--- config.mk ---
export PLATFORM = sky130hd
export DESIGN_NAME = instr_fetch
export DESIGN_NICKNAME = d
export VERILOG_FILES = /design/src/rtl/instr_fetch_pkg.sv /design/src/rtl/fetch_pc_next.sv /design/src/rtl/instr_fetch.sv
export SDC_FILE = /design/constraint.sdc
export NUM_CORES = 1
export LEC_CHECK = 0
export BUFFER_PORTS_ARGS = -buffer_cell sky130_fd_sc_hd__buf_2
export CAP_MARGIN = 0
export CORE_ASPECT_RATIO = 0.5
export CORE_UTILIZATION = 30
export CTS_CLUSTER_DIAMETER = 40
export DETAILED_ROUTE_END_ITERATION = 10
export SYNTH_ARGS = -nofsm -noshare
export SYNTH_HDL_FRONTEND = slang
export SYNTH_SLANG_ARGS = --single-unit
--- constraint.sdc ---
create_clock -name clk -period 6.5 [get_ports clk]
set_input_delay 0 -clock clk [delete_from_list [all_inputs] [get_ports clk]]
set_output_delay 0 -clock clk [all_outputs]
set_load 0.02 [all_outputs]
--- src/rtl/instr_fetch_pkg.sv ---
// Shared constants for the instruction fetch unit:
// PC source select and fetch FSM state encodings.
package instr_fetch_pkg;

  localparam logic PC_SRC_PLUS_4   = 1'b0;
  localparam logic PC_SRC_PLUS_OFF = 1'b1;

  localparam logic [1:0] FETCH_ST_IDLE  = 2'd0;
  localparam logic [1:0] FETCH_ST_FETCH = 2'd1;
  localparam logic [1:0] FETCH_ST_VALID = 2'd2;
  localparam logic [1:0] FETCH_ST_ERR   = 2'd3;

endpackage

--- src/rtl/fetch_pc_next.sv ---
// Next-PC arithmetic: sequential and offset targets,
// plus the misalignment flag of the selected target.
module fetch_pc_next
  import instr_fetch_pkg::*;
(
  input  logic [31:0] pc,
  input  logic        pc_src,
  input  logic [31:0] pc_off,
  output logic [31:0] pc_next,
  output logic [31:0] pc_plus_4,
  output logic        misalign
);

  logic [31:0] pc_tgt;

  // Both candidates wrap modulo 2^32 by construction.
  always_comb begin
    pc_plus_4 = pc + 32'd4;
    pc_tgt    = pc + pc_off;
    pc_next   = (pc_src == PC_SRC_PLUS_OFF) ? pc_tgt
                                            : pc_plus_4;
    misalign  = |pc_next[1:0];
  end

endmodule

--- src/rtl/instr_fetch.sv ---
// Instruction fetch: owns the PC, fetches over req/ack,
// holds instr until commit, flags timeout and misalignment.
module instr_fetch
  import instr_fetch_pkg::*;
#(
  parameter logic [31:0] RESET_PC = 32'h0000_0000,
  parameter int          MAX_WAIT = 255
) (
  input  logic        clk,
  input  logic        rst,
  output logic        mem_req,
  output logic [31:0] mem_addr,
  input  logic        mem_ack,
  input  logic [31:0] mem_rdata,
  output logic [31:0] instr,
  output logic        instr_valid,
  output logic [31:0] pc,
  output logic [31:0] pc_plus_4,
  input  logic        commit,
  input  logic        pc_src,
  input  logic [31:0] pc_off,
  output logic        fetch_err,
  output logic        misalign
);

  localparam logic [7:0] MaxWait = 8'(MAX_WAIT);

  logic [1:0]  state_q, state_d;
  logic [31:0] pc_q, pc_d;
  logic [31:0] instr_q, instr_d;
  logic [7:0]  cnt_q, cnt_d;
  logic        err_q, err_d;
  logic        mis_q, mis_d;

  logic [31:0] pc_next;
  logic        tgt_mis;
  logic [7:0]  cnt_inc;

  fetch_pc_next u_pc_next (
    .pc        (pc_q),
    .pc_src    (pc_src),
    .pc_off    (pc_off),
    .pc_next   (pc_next),
    .pc_plus_4 (pc_plus_4),
    .misalign  (tgt_mis)
  );

  // FSM next-state: fetch, hold until commit, trap on error.
  always_comb begin
    state_d = state_q;
    pc_d    = pc_q;
    instr_d = instr_q;
    cnt_d   = cnt_q;
    err_d   = err_q;
    mis_d   = mis_q;
    cnt_inc = cnt_q + 8'd1;
    unique case (state_q)
      FETCH_ST_IDLE: begin
        state_d = FETCH_ST_FETCH;
      end
      FETCH_ST_FETCH: begin
        if (mem_ack) begin
          instr_d = mem_rdata;
          cnt_d   = 8'd0;
          state_d = FETCH_ST_VALID;
        end else begin
          cnt_d = cnt_inc;
          if (cnt_inc == MaxWait) begin
            err_d   = 1'b1;
            state_d = FETCH_ST_ERR;
          end
        end
      end
      FETCH_ST_VALID: begin
        if (commit) begin
          if (tgt_mis) begin
            mis_d   = 1'b1;
            state_d = FETCH_ST_ERR;
          end else begin
            pc_d    = pc_next;
            state_d = FETCH_ST_FETCH;
          end
        end
      end
      FETCH_ST_ERR: begin
        state_d = FETCH_ST_ERR;
      end
      default: begin
        state_d = FETCH_ST_ERR;
      end
    endcase
  end

  // State registers with synchronous reset.
  always_ff @(posedge clk) begin
    if (rst) begin
      state_q <= FETCH_ST_IDLE;
      pc_q    <= RESET_PC;
      instr_q <= 32'd0;
      cnt_q   <= 8'd0;
      err_q   <= 1'b0;
      mis_q   <= 1'b0;
    end else begin
      state_q <= state_d;
      pc_q    <= pc_d;
      instr_q <= instr_d;
      cnt_q   <= cnt_d;
      err_q   <= err_d;
      mis_q   <= mis_d;
    end
  end

  // Outputs decoded from state and held registers.
  always_comb begin
    mem_req     = (state_q == FETCH_ST_FETCH);
    instr_valid = (state_q == FETCH_ST_VALID);
    mem_addr    = pc_q;
    pc          = pc_q;
    instr       = instr_q;
    fetch_err   = err_q;
    misalign    = mis_q;
  end

endmodule

# == Yosys cells after proc, flatten, opt, wreduce, memory -nomap -nowiden ==
# Index checks and enable logic that the tools add are counted.
# op_classes
bitwise,2
mux,7
eq_ne,6
addsub,3
reduce_logical,7
# ops
cell,count
$add A32 B3 Y32 const B,1
$add A32 B32 Y32,1
$mux W32,1
$reduce_and A3 Y1,3
$add A8 B1 Y8 const B,1
$eq A8 B8 Y1 const B,1
$mux W2,4
$mux W8,1
$pmux W2 S4,1
$eq A2 B2 Y1 const B,2
$reduce_and A2 Y1,2
$ne A3 B1 Y1 const B,1
$eq A2 B1 Y1 const B,1
$logic_not A2 Y1,1
$ne A2 B1 Y1 const B,1
$not A1 Y1,2
$reduce_or A2 Y1,1
# word_totals
reg_bits,76
output_inout_bits,132
inputBits,69

# == Depth between registers and ports, before layout ==
# Gate-level depths: netlist (run 1).
# logic_depth
word_depth,6
depth_mapped,10
mapped_depth_nobuf,10

# == By module ==
# From an unflattened synthesis (run 1), not the netlist that was laid out.
# unflattened
cells_unflattened,818
hier_area_um2,5858.1
# by_module_without_submodules
module,cells_per_inst,area_per_inst_um2,seq_area_each_um2,instances
instr_fetch,400,3099.2,1521.5,1
fetch_pc_next,418,2758.9,0.0,1

# == Worst setup path after synthesis (run 1) ==
# Ideal clock, no wire load.
# synth_timing
kind,reg-to-reg
startpoint,reg pc_q[25] (netlist: mem_addr[25])
endpoint,reg pc_q[31] (netlist: mem_addr[31])
n_path_buf,0
slack_ns,3.530
stages_incl_launch_ff,10
t_arrival_ns,2.847
period_less_slack_ns,2.970
setup_time_ns,0.123
path_cell_list,dfxtp_1 ha_1 and3_4 a221o_2 a221o_1 a211o_1 o31ai_4 xor2_1 o22ai_1 mux2_1
# synth_between
elab_chain_cells,2
word_cells_on_any_way,3
cone_classes,add/sub (2); mux (1)
# synth_rtl
element,line_no,source
"start, declared",instr_fetch.sv:29,"logic [31:0] pc_q, pc_d;"
"start signal, assigned",instr_fetch.sv:105,pc_q <= pc_d;
$add A32 B3 Y32 or $add A32 B32 Y32 (tied branches),"fetch_pc_next.sv:18, fetch_pc_next.sv:19",
$mux W32 (*),fetch_pc_next.sv:20,pc_next = (pc_src == PC_SRC_PLUS_OFF) ? pc_tgt
# Mark *: on every way between the ends. The rest lies on a longest branch, timed or not.
# A chain may end at the register's enable or synchronous reset.

# == Final worst setup path (run 1) ==
# layout_timing
startpoint,reg pc_q[26] (netlist: mem_addr[26])
endpoint,reg pc_q[31] (netlist: mem_addr[31])
# Same word-level chain as after synthesis.

==> flow_summary.yaml, run 1 <==
run_status:
  outcome: "finished, violations left"
  violations: "DRC"
route:
  top_layer_used: "met4"
  vias_per_cell: 5.10
  routedWlPerCell_um: 16.2
  met2WireLength_um: 9010
  postRouteAntennaNets: 0
  route.detailed.drc: 2
  drt_iter0_drc: 441
  m1WireLength_um: 9140
  dr_wl_met3_um: 1130
  first_pass_iters: 10
  totalWireLength_um: 19500
  vias: 6150
global_routing:
  antenna_found_initial: 0
  grt_use_total_pct: 19.5
  grt_first_pass_wirelength_um: 30100
  grt-ovfl-total: 0
  grt_max_degree: 71
  first_global_vias: 5634
final_layout:
  final_nets: 1047
  drive_above_1_share_pct: 24.6
  num_antenna_cells: 0
  syn_to_final_growth_pct: 28.8
  fillers: 1887
  finish.instance_area_um2: 7300
sta:
  slew-limit-headroom_pct: 19.4
  timing.final.ws_setup_ns: 3.40
  tightest_slew_ns: 1.21
  drv_slew: 0
  setup_viol: 0
  hold_slack_ns: 0.122
  fin_setup_tns_ns: 0
  skew_ns: 0.0172
  max_freq_mhz: 322
  period_share_pct: 47.8
  finalCriticalPeriod_ns: 3.10
  hold_viol: 0
  rsz0062_at_grt: "false"
pwr:
  vdd_drop_max_v: 0.000119
  p_leak_nw: 3.41
  power_density_nw_per_um2: 174
  sequentialPowerShare_pct: 38.6
  netSwitchingFraction_pct: 28.8
  clockPowerShare_pct: 45.1
  pwr-share-comb_pct: 16.3
  p_switching_mw: 0.366
  internal-power_mw: 0.904
flow_run:
  cap_violations: 0
synth:
  synth_nets: 868
  synth-edff-count: 0
  synthFlopType: "dfxtp_1"
  synth_area_um2: 5670
  syn_inst: 764
  synth_area_per_cell_um2: 7.42
  synthArstFlopShare_pct: 0
  ys_ff_latch: 76
  ys_seq_area_share_pct: 26.8
  synth_top_area_share_pct: 26.8
  synthTopCellsByCount: "112 x nand2_1, 99 x a21oi_1, 76 x dfxtp_1"
  synth_cell_type_count: 67
  synth_warnings: 0
  yosysTopAreaCell: "dfxtp_1"
  yosysMostFrequentCell: "nand2_1"
  synthTopCellsByArea: "dfxtp_1 27%, a21oi_1 8.7%, ha_1 7.5%, nand2_1 7.4%, xnor2_1 4.9%"
cts:
  cts_setup_buffers: 0
  cts-root-buf: "clkbuf_16"
  worstSkewPairLatency_ns: 0.35
  htreeDepth: 3
  cts.sinks: 76
  cts_tree: "done"
  cts_inserted_buffers: 9
  clk_pin_slew_worst_paths_ns: 0.08
  clk_path_buf_depth: 2
placement:
  gp_congestion: 0.862
  dp_hpwl_um: 14000
  dpl_cell_area_um2: 6640
  dp_slack_ns: 3.41
  io_buffer_count: 200
critical_path:
  cp_slowest_cell: "dfxtp_1"
  slowest_delay_ns: 0.51
  start_kind: "flip-flop"
  end_kind: "flip-flop"
  cp_data_arrival_time_ns: 3.34
  cp_max_fo: 11
  critPathBufInv: 0
  r2r-end: "mem_addr[31]$_SDFFE_PP0P_"
  cp_cell_sequence: "ha_1 > and3_4 > a221o_2 > a221o_1 > a211o_1 > o31ai_4 > xor2_1 > o22ai_1 > mux2_1"
  rr_worst_depth: 9
  worst_ep_required_time_ns: 6.74
  cp_top_family: "compound AO/OA/AOI/OAI gates"
  crit_start: "mem_addr[26]$_SDFFE_PP0P_"
  reg2reg_slack_ns: 3.40
  path_class: "reg2reg"
  r2r_start: "mem_addr[26]$_SDFFE_PP0P_"
die:
  die_h_um: 99.2
  dieArea_um2: 19500
  core-area_um2: 18400
  start_util_pct: 30.7
  rows: 35
  pin_count: 201
  fp.dieW_um: 196
worst_hold_path:
  hold_end: "cnt_q[1]$_SDFFE_PP0P_"
  worst_hold_startpoint: "mem_ack"
  hp-class: "in2reg"
  min_path_cells: 4
-- cell type report --
type	instances	area (µm²)	share of cell area, %
timing repair buffer	238	1370	18.8
tap	259	324	4.44
sequential	76	1520	20.8
clock inverter	7	105	1.44
multi-input combinational	601	3690	50.6
clock buffer	9	225	3.09
inverter	17	63.8	0.874
-- cell families after synthesis --
| group | Yosys count | share of synthesized area (%) |
|---|---|---|
| mux | 7 | 1.26 |
| flops | 76 | 26.8 |
| compound gates | 226 | 24.3 |
| xor+xnor | 53 | 8.19 |
| simple gates | 280 | 23.5 |
| buf+inv | 87 | 8.04 |
| fa+ha+maj | 35 | 7.86 |
-- power by group through the flow --
stage          Sequential [mW]  Combinational (mW)  Clock (mW)
2_1_floorplan            0.514               0.111           0
3_3_place_gp             0.500               0.188           0
3_5_place_dp             0.501               0.189           0
4_1_cts                  0.490               0.205       0.589
5_1_grt                  0.492               0.227       0.610
6_report                 0.491               0.207       0.574
-- through the flow --
step	util (%)	cells	total power, mW
finish	39.6	1207	1.27
detailed placement	36.0	1158	0.690
global route	39.6	1207	1.33
global placement	36.0	1158	0.689
floorplan	-	764	0.625
CTS	39.6	1207	1.28
-- sequential cells by signal, indices dropped and copies added (netlist names) --
name	flops
cnt_q	8
instr	32
fetch_err	1
mem_addr	32
misalign	1
state_q	2
-- layer usage --
layer | up-vias | global-route usage, %
li1 | 3066 | -
met5 | - | 0
met1 | 2879 | 26.2
met4 | 0 | 5.29
met3 | 16 | 3.39
met2 | 189 | 32.2
-- timing repair --
action                                 4_1_cts  5_1_grt
endpoints found under the hold margin       34        0
hold buffers                                33        0
resized for setup                            0        0
-- how the worst max path moves through the flow --
| stage | to | slack [ns] | cells after the start |
|---|---|---|---|
| after floorplan | mem_addr[31]$_SDFFE_PP0P_ | 3.53 | 9 |
| after global placement | mem_addr[31]$_SDFFE_PP0P_ | 3.46 | 9 |
| after detailed placement | mem_addr[31]$_SDFFE_PP0P_ | 3.41 | 9 |
| after CTS | mem_addr[31]$_SDFFE_PP0P_ | 3.41 | 9 |
| after global routing | mem_addr[30]$_SDFFE_PP0P_ | 3.20 | 8 |
| final | mem_addr[31]$_SDFFE_PP0P_ | 3.40 | 9 |
-- tightest hold or removal path, cell delays in order --
cell and delay, ns:
buf_2 0.19, nor3_1 0.08, a21oi_1 0.11, nor2_1 0.04
-- placed cells by master, fill, tap and decap left out, types with 4 or more instances in the layout --
cell           count
mux2i_1            6
ha_1              34
and3_1            21
o21bai_1           4
a31oi_1           14
o21ai_0           32
or3_1             10
inv_1             15
o31ai_1            7
nand2_1          112
xnor2_1           32
dfxtp_1           76
o211ai_1          11
a22oi_1            8
a21oi_1           99
buf_4              5
xor2_1            21
o21a_1             4
buf_2            200
clkbuf_16          9
o21ai_1           10
nand4_1           11
nand3_1           24
dlygate4sd3_1     33
nor3_1             7
and4_1             5
nand2b_1           5
a21o_1             4
a211oi_1           6
nor2_1            61
(Power assumes the default switching activity.)
==> run 2, diff against run 1 <==
==> constraint.sdc (replaced) <==
create_clock -name clk -period 2.5 [get_ports clk]
set_input_delay 0 -clock clk [delete_from_list [all_inputs] [get_ports clk]]
set_output_delay 0 -clock clk [all_outputs]
set_load 0.02 [all_outputs]
==> flow_summary.yaml, run 2 (synthesized netlist as in run 1, its figures left out) <==
critical_path:
  crit_start: "mem_addr[25]$_SDFFE_PP0P_"
  end_kind: "flip-flop"
  cp_data_arrival_time_ns: 2.86
  path_class: "reg2reg"
  cp_max_fo: 3
  reg2reg_slack_ns: -0.13
  start_kind: "flip-flop"
  slowest_delay_ns: 0.37
  cp_slowest_cell: "a221o_2"
  r2r-end: "mem_addr[31]$_SDFFE_PP0P_"
  worst_ep_required_time_ns: 2.72
  cp_cell_sequence: "ha_4 > a21o_2 > a221o_2 > a221o_1 > a211o_1 > o31ai_4 > xor2_1 > o22ai_1 > mux2_1"
  rr_worst_depth: 9
  r2r_start: "mem_addr[25]$_SDFFE_PP0P_"
global_routing:
  grt_first_pass_wirelength_um: 31000
  grt-ovfl-total: 0
  first_global_vias: 5984
  antenna_found_initial: 0
  grt_use_total_pct: 20.0
  grt_max_degree: 54
final_layout:
  drive_above_1_share_pct: 34.7
  syn_to_final_growth_pct: 44.1
  final_nets: 1138
  num_antenna_cells: 0
  final_cell_mix: "200 x buf_2, 112 x nand2_1, 93 x a21oi_1"
  fin_cells: 1298
  layout_commonest_cell: "buf_2"
die:
  dieArea_um2: 19500
  pin_count: 201
  die_h_um: 99.2
  core-area_um2: 18400
  rows: 35
  fp.dieW_um: 196
  start_util_pct: 30.7
cts:
  cts_inserted_buffers: 9
  cts-root-buf: "clkbuf_16"
  worstSkewPairLatency_ns: 0.35
  cts.sinks: 76
  clk_pin_slew_worst_paths_ns: 0.08
  cts_tree: "done"
  htreeDepth: 3
  clk_path_buf_depth: 2
worst_hold_path:
  hold_end: "cnt_q[1]$_SDFFE_PP0P_"
  hp-class: "in2reg"
  min_path_cells: 4
  worst_hold_startpoint: "mem_ack"
sta:
  fin_setup_tns_ns: -0.134
  slew-limit-headroom_pct: 59.5
  period_share_pct: 105
  finalCriticalPeriod_ns: 2.63
  setup_viol: 1
  rsz0062_at_grt: "true"
  tightest_slew_ns: 0.607
  drv_slew: 0
  skew_ns: 0.0169
  timing.final.ws_setup_ns: -0.134
  max_freq_mhz: 380
  hold_viol: 0
placement:
  dp.cells: 1242
  gp_congestion: 0.919
  dp_hpwl_um: 15000
  io_buffer_count: 200
run_status:
  outcome: "finished, violations left"
  violations: "setup timing"
pwr:
  p_leak_nw: 3.88
  power.total_mw: 3.17
  vdd_drop_max_v: 0.000252
  power_density_nw_per_um2: 388
route:
  postRouteAntennaNets: 0
  route.detailed.drc: 0
  vias: 6568
  routedWlPerCell_um: 15.7
  drt_iter0_drc: 435
  first_pass_iters: 5
  vias_per_cell: 5.06
  totalWireLength_um: 20400
flow_run:
  cap_violations: 0
run 2: cell types whose count changed in the layout (fill, tap and decap cells not counted), sizes merged:
cell    before  now
clkinv       1    2
inv         20   21
buf        205  296
bufinv       2    0
run 2: area by class of cell:
type | instances | area (µm²)
clock buffer | 9 | 225
clock inverter | 7 | 56.3
multi-input combinational | 601 | 3880
tap | 259 | 324
inverter | 17 | 63.8
sequential | 76 | 1540
fill | 1866 | 10300
timing repair buffer | 329 | 2080
run 2: routing by layer:
metal  GRT usage, %  wire length [µm]  vias up
li1               -                 -     3254
met5              0                 0        -
met2           32.6              9440      215
met1           27.3              9650     3078
met4           6.49               242        0
met3           2.88              1070       21
run 2: how the worst max path moves through the flow:
stage	endpoint	slack [ns]	cells after the start
6_report	mem_addr[31]$_SDFFE_PP0P_	-0.13	9
3_5_place_dp	mem_addr[28]$_SDFFE_PP0P_	-0.14	10
5_1_grt	mem_addr[31]$_SDFFE_PP0P_	-0.22	9
2_1_floorplan	mem_addr[31]$_SDFFE_PP0P_	-0.14	9
4_1_cts	mem_addr[31]$_SDFFE_PP0P_	-0.15	9
3_3_place_gp	mem_addr[31]$_SDFFE_PP0P_	-0.10	9
run 2: power breakdown:
group | switching [mW] | internal [mW]
clock network | 0.606 | 0.688
logic | 0.353 | 0.259
registers | 0.0199 | 1.24
run 2: what timing repair did:
action	4_1_cts	5_1_grt
gates resized for setup	9	27
buffers inserted	1	6
hold buffers	33	0
hold endpoints to repair	34	0
endpoints found under the setup margin	13	26
pin swaps	3	13
run 2: worst max-delay path: cells and delay by family, from the launching register on:
kind / cells / cell delay (ns)
flops: 1 / 0.35
compound gates: 6 / 1.48
mux: 1 / 0.31
xor+xnor: 1 / 0.16
fa+ha+maj: 1 / 0.22
run 2: per-stage QoR:
step	utilization [%]	hold slack [ns]	worst slack, ns	cell area (µm²)
final	44.3	0.132	-0.134	8170
after CTS	43.3	0.119	-0.151	7990
after detailed placement	39.9	0.246	-0.141	7350
after global routing	44.3	0.142	-0.223	8170
after global placement	39.9	0.242	-0.104	7350
after floorplan	-	0.136	-0.138	5720
==> run 3, diff against run 2 <==
--- a/config.mk
+++ b/config.mk
@@ -11,6 +11,8 @@
 export CORE_UTILIZATION = 30
 export CTS_CLUSTER_DIAMETER = 40
 export DETAILED_ROUTE_END_ITERATION = 10
+export PLACE_DENSITY = 0.52
 export SYNTH_ARGS = -nofsm -noshare
 export SYNTH_HDL_FRONTEND = slang
+export SYNTH_HIERARCHICAL = 1
 export SYNTH_SLANG_ARGS = --single-unit
==> flow_summary.yaml, run 3 <==
global_routing:
  grt_use_total_pct: 19.6
  first_global_vias: 6192
  grt-ovfl-total: 0
  antenna_found_initial: 0
  grt_first_pass_wirelength_um: 31200
  grt_max_degree: 41
cts:
  htreeDepth: 3
  cts_inserted_buffers: 9
  clk_pin_slew_worst_paths_ns: 0.07
  cts_tree: "done"
  cts.sinks: 76
  clk_path_buf_depth: 2
  worstSkewPairLatency_ns: 0.35
  cts-root-buf: "clkbuf_16"
sta:
  tightest_slew_ns: 0.780
  drv_slew: 0
  hold_slack_ns: 0.117
  fin_setup_tns_ns: -0.622
  timing.final.ws_setup_ns: -0.110
  setup_viol: 8
  rsz0062_at_grt: "true"
  slew-limit-headroom_pct: 48.0
  hold_viol: 0
  finalCriticalPeriod_ns: 2.61
  skew_ns: 0.0161
  max_freq_mhz: 383
  period_share_pct: 104
critical_path:
  start_kind: "flip-flop"
  slowest_delay_ns: 0.39
  end_kind: "flip-flop"
  cp_cell_sequence: "ha_4 > fa_2 > a21oi_4 > o21ai_4 > a311oi_2 > o211ai_1 > a211oi_2 > nor3_1 > a311oi_1 > nand2_1 > a21oi_1"
  path_class: "reg2reg"
  critPathBufInv: 0
  cp_data_arrival_time_ns: 2.90
  worst_ep_required_time_ns: 2.79
  cp_max_fo: 4
  cp_top_family: "compound AO/OA/AOI/OAI gates"
  cp_slowest_cell: "fa_2"
synth:
  synth-edff-count: 0
  syn_inst: 818
  synthSimpleGateAreaFrac_pct: 27.9
  synth_top_area_share_pct: 26.0
  synthTopCellsByCount: "167 x nand2_1, 133 x a21oi_1, 76 x dfxtp_1"
  yosysTopAreaCell: "dfxtp_1"
  synthTopCellsByArea: "dfxtp_1 26%, a21oi_1 11%, nand2_1 11%, ha_1 7.3%, buf_4 4.4%"
  yosysMostFrequentCell: "nand2_1"
  ys_ff_latch: 76
  synth_cell_type_count: 72
  synth_nets: 922
  synth_mux_area_share_pct: 0.918
  synth_top_family_by_area: "simple AND/OR/NAND/NOR gates"
  synthArstFlopShare_pct: 0
  synth_area_per_cell_um2: 7.16
  synth_area_um2: 5860
  synth_fa_ha_area_share_pct: 7.60
  synth_compound_area_share_pct: 21.8
  ys_seq_area_share_pct: 26.0
  synthXorXnorAreaFrac_pct: 7.33
  synthFlopType: "dfxtp_1"
  synth_warnings: 6
route:
  postRouteAntennaNets: 0
  routedWlPerCell_um: 15.2
  drt_iter0_drc: 504
  totalWireLength_um: 20700
  first_pass_iters: 5
  vias_per_cell: 4.90
  vias: 6696
  route.detailed.drc: 0
placement:
  gp_congestion: 0.870
  io_buffer_count: 200
  dp_hpwl_um: 14500
  dp.cells: 1300
  dp_slack_ns: -0.232
die:
  dieArea_um2: 20100
  die_h_um: 101
  pin_count: 201
  rows: 35
  core-area_um2: 18700
  start_util_pct: 31.3
  fp.dieW_um: 200
final_layout:
  fin_cells: 1366
  num_antenna_cells: 0
  fillers: 1906
  drive_above_1_share_pct: 37.1
  final_cell_mix: "199 x buf_2, 165 x nand2_1, 125 x a21oi_1"
  final_nets: 1206
  seqCellArea_um2: 1530
  syn_to_final_growth_pct: 49.8
  layout_commonest_cell: "buf_2"
  multiInputGateArea_um2: 4230
pwr:
  power_density_nw_per_um2: 387
  vdd_drop_max_v: 0.000381
  p_leak_nw: 4.11
run_status:
  violations: "setup timing"
  outcome: "finished, violations left"
flow_run:
  cap_violations: 0
worst_hold_path:
  hp-class: "in2reg"
-- run 3: changes by cell type in the layout (fill, tap and decap cells not counted), sizes merged, moves of 5 or more --
| cell | previous run | this run |
|---|---|---|
| a22oi | 8 | 1 |
| o21ai | 42 | 27 |
| nor3 | 8 | 16 |
| a31oi | 14 | 5 |
| o211ai | 11 | 2 |
| o31ai | 8 | 0 |
| and3 | 22 | 9 |
| buf | 296 | 314 |
| nor4 | 3 | 8 |
| or3 | 11 | 6 |
| a21oi | 99 | 134 |
| a21o | 5 | 11 |
| nand2 | 113 | 168 |
-- run 3: final cells by class --
cell class	instances	area share, %
clock buffer	10	2.72
clock inverter	6	0.798
inverter	17	0.727
multi-input combinational	649	48.1
sequential	76	17.5
tap	259	3.69
timing repair buffer	349	26.4
-- run 3: final timing paths --
path / from / cells past startpoint / to / slack, ns
max: mem_addr[0]$_SDFFE_PP0P_ / 11 / mem_addr[26]$_SDFFE_PP0P_ / -0.11
max reg2reg: mem_addr[0]$_SDFFE_PP0P_ / 11 / mem_addr[26]$_SDFFE_PP0P_ / -0.11
min: mem_ack / 3 / cnt_q[6]$_SDFFE_PP0P_ / 0.12
min reg2reg: instr[18]$_SDFFE_PP0P_ / 2 / instr[18]$_SDFFE_PP0P_ / 0.45
-- run 3: timing repair --
item | 4_1_cts | 5_1_grt
hold buffers | 33 | 0
resized for setup | 7 | 62
cloned | 0 | 3
pin swaps | 10 | 38
setup endpoints to repair | 12 | 33
endpoints found under the hold margin | 34 | 0
setup buffers | 5 | 10
-- run 3: stage by stage --
step                      power, mW  cell area [µm²]  util [%]
after floorplan                1.68             5930         -
after global placement         1.91             7600      40.5
after detailed placement       1.92             7600      40.5
after CTS                      3.39             8300      44.3
after global routing           3.56             8780      46.8
final                          3.39             8780      46.8
-- run 3: logic make-up after synthesis --
logic type                 after synthesis
and+or+nand+nor                        340
AOI/OAI and AO/OA                      220
buffers and inverters                   93
DFF                                     76
xor gates and xnor gates                49
adders and majority gates               35
muxes                                    5
-- run 3: routing by layer --
| layer | track usage (%) | part of all wire [%] | up-vias |
|---|---|---|---|
| met3 | 4.15 | 5.3 | 17 |
| met2 | 33.1 | 46 | 187 |
| li1 | - | - | 3399 |
| met1 | 25.4 | 47 | 3093 |
| met5 | 0 | 0 | - |
| met4 | 4.64 | 1.4 | 0 |
-- run 3: tightest hold or removal path, stage by stage --
cell and delay (ns):
buf_2 0.20, o211a_1 0.18, nor3_1 0.04
-- run 3: power breakdown --
| group | switching (mW) | internal (mW) |
|---|---|---|
| Clock | 0.590 | 0.809 |
| Combinational | 0.405 | 0.317 |
| Sequential | 0.0230 | 1.25 |
| Total | 1.02 | 2.37 |
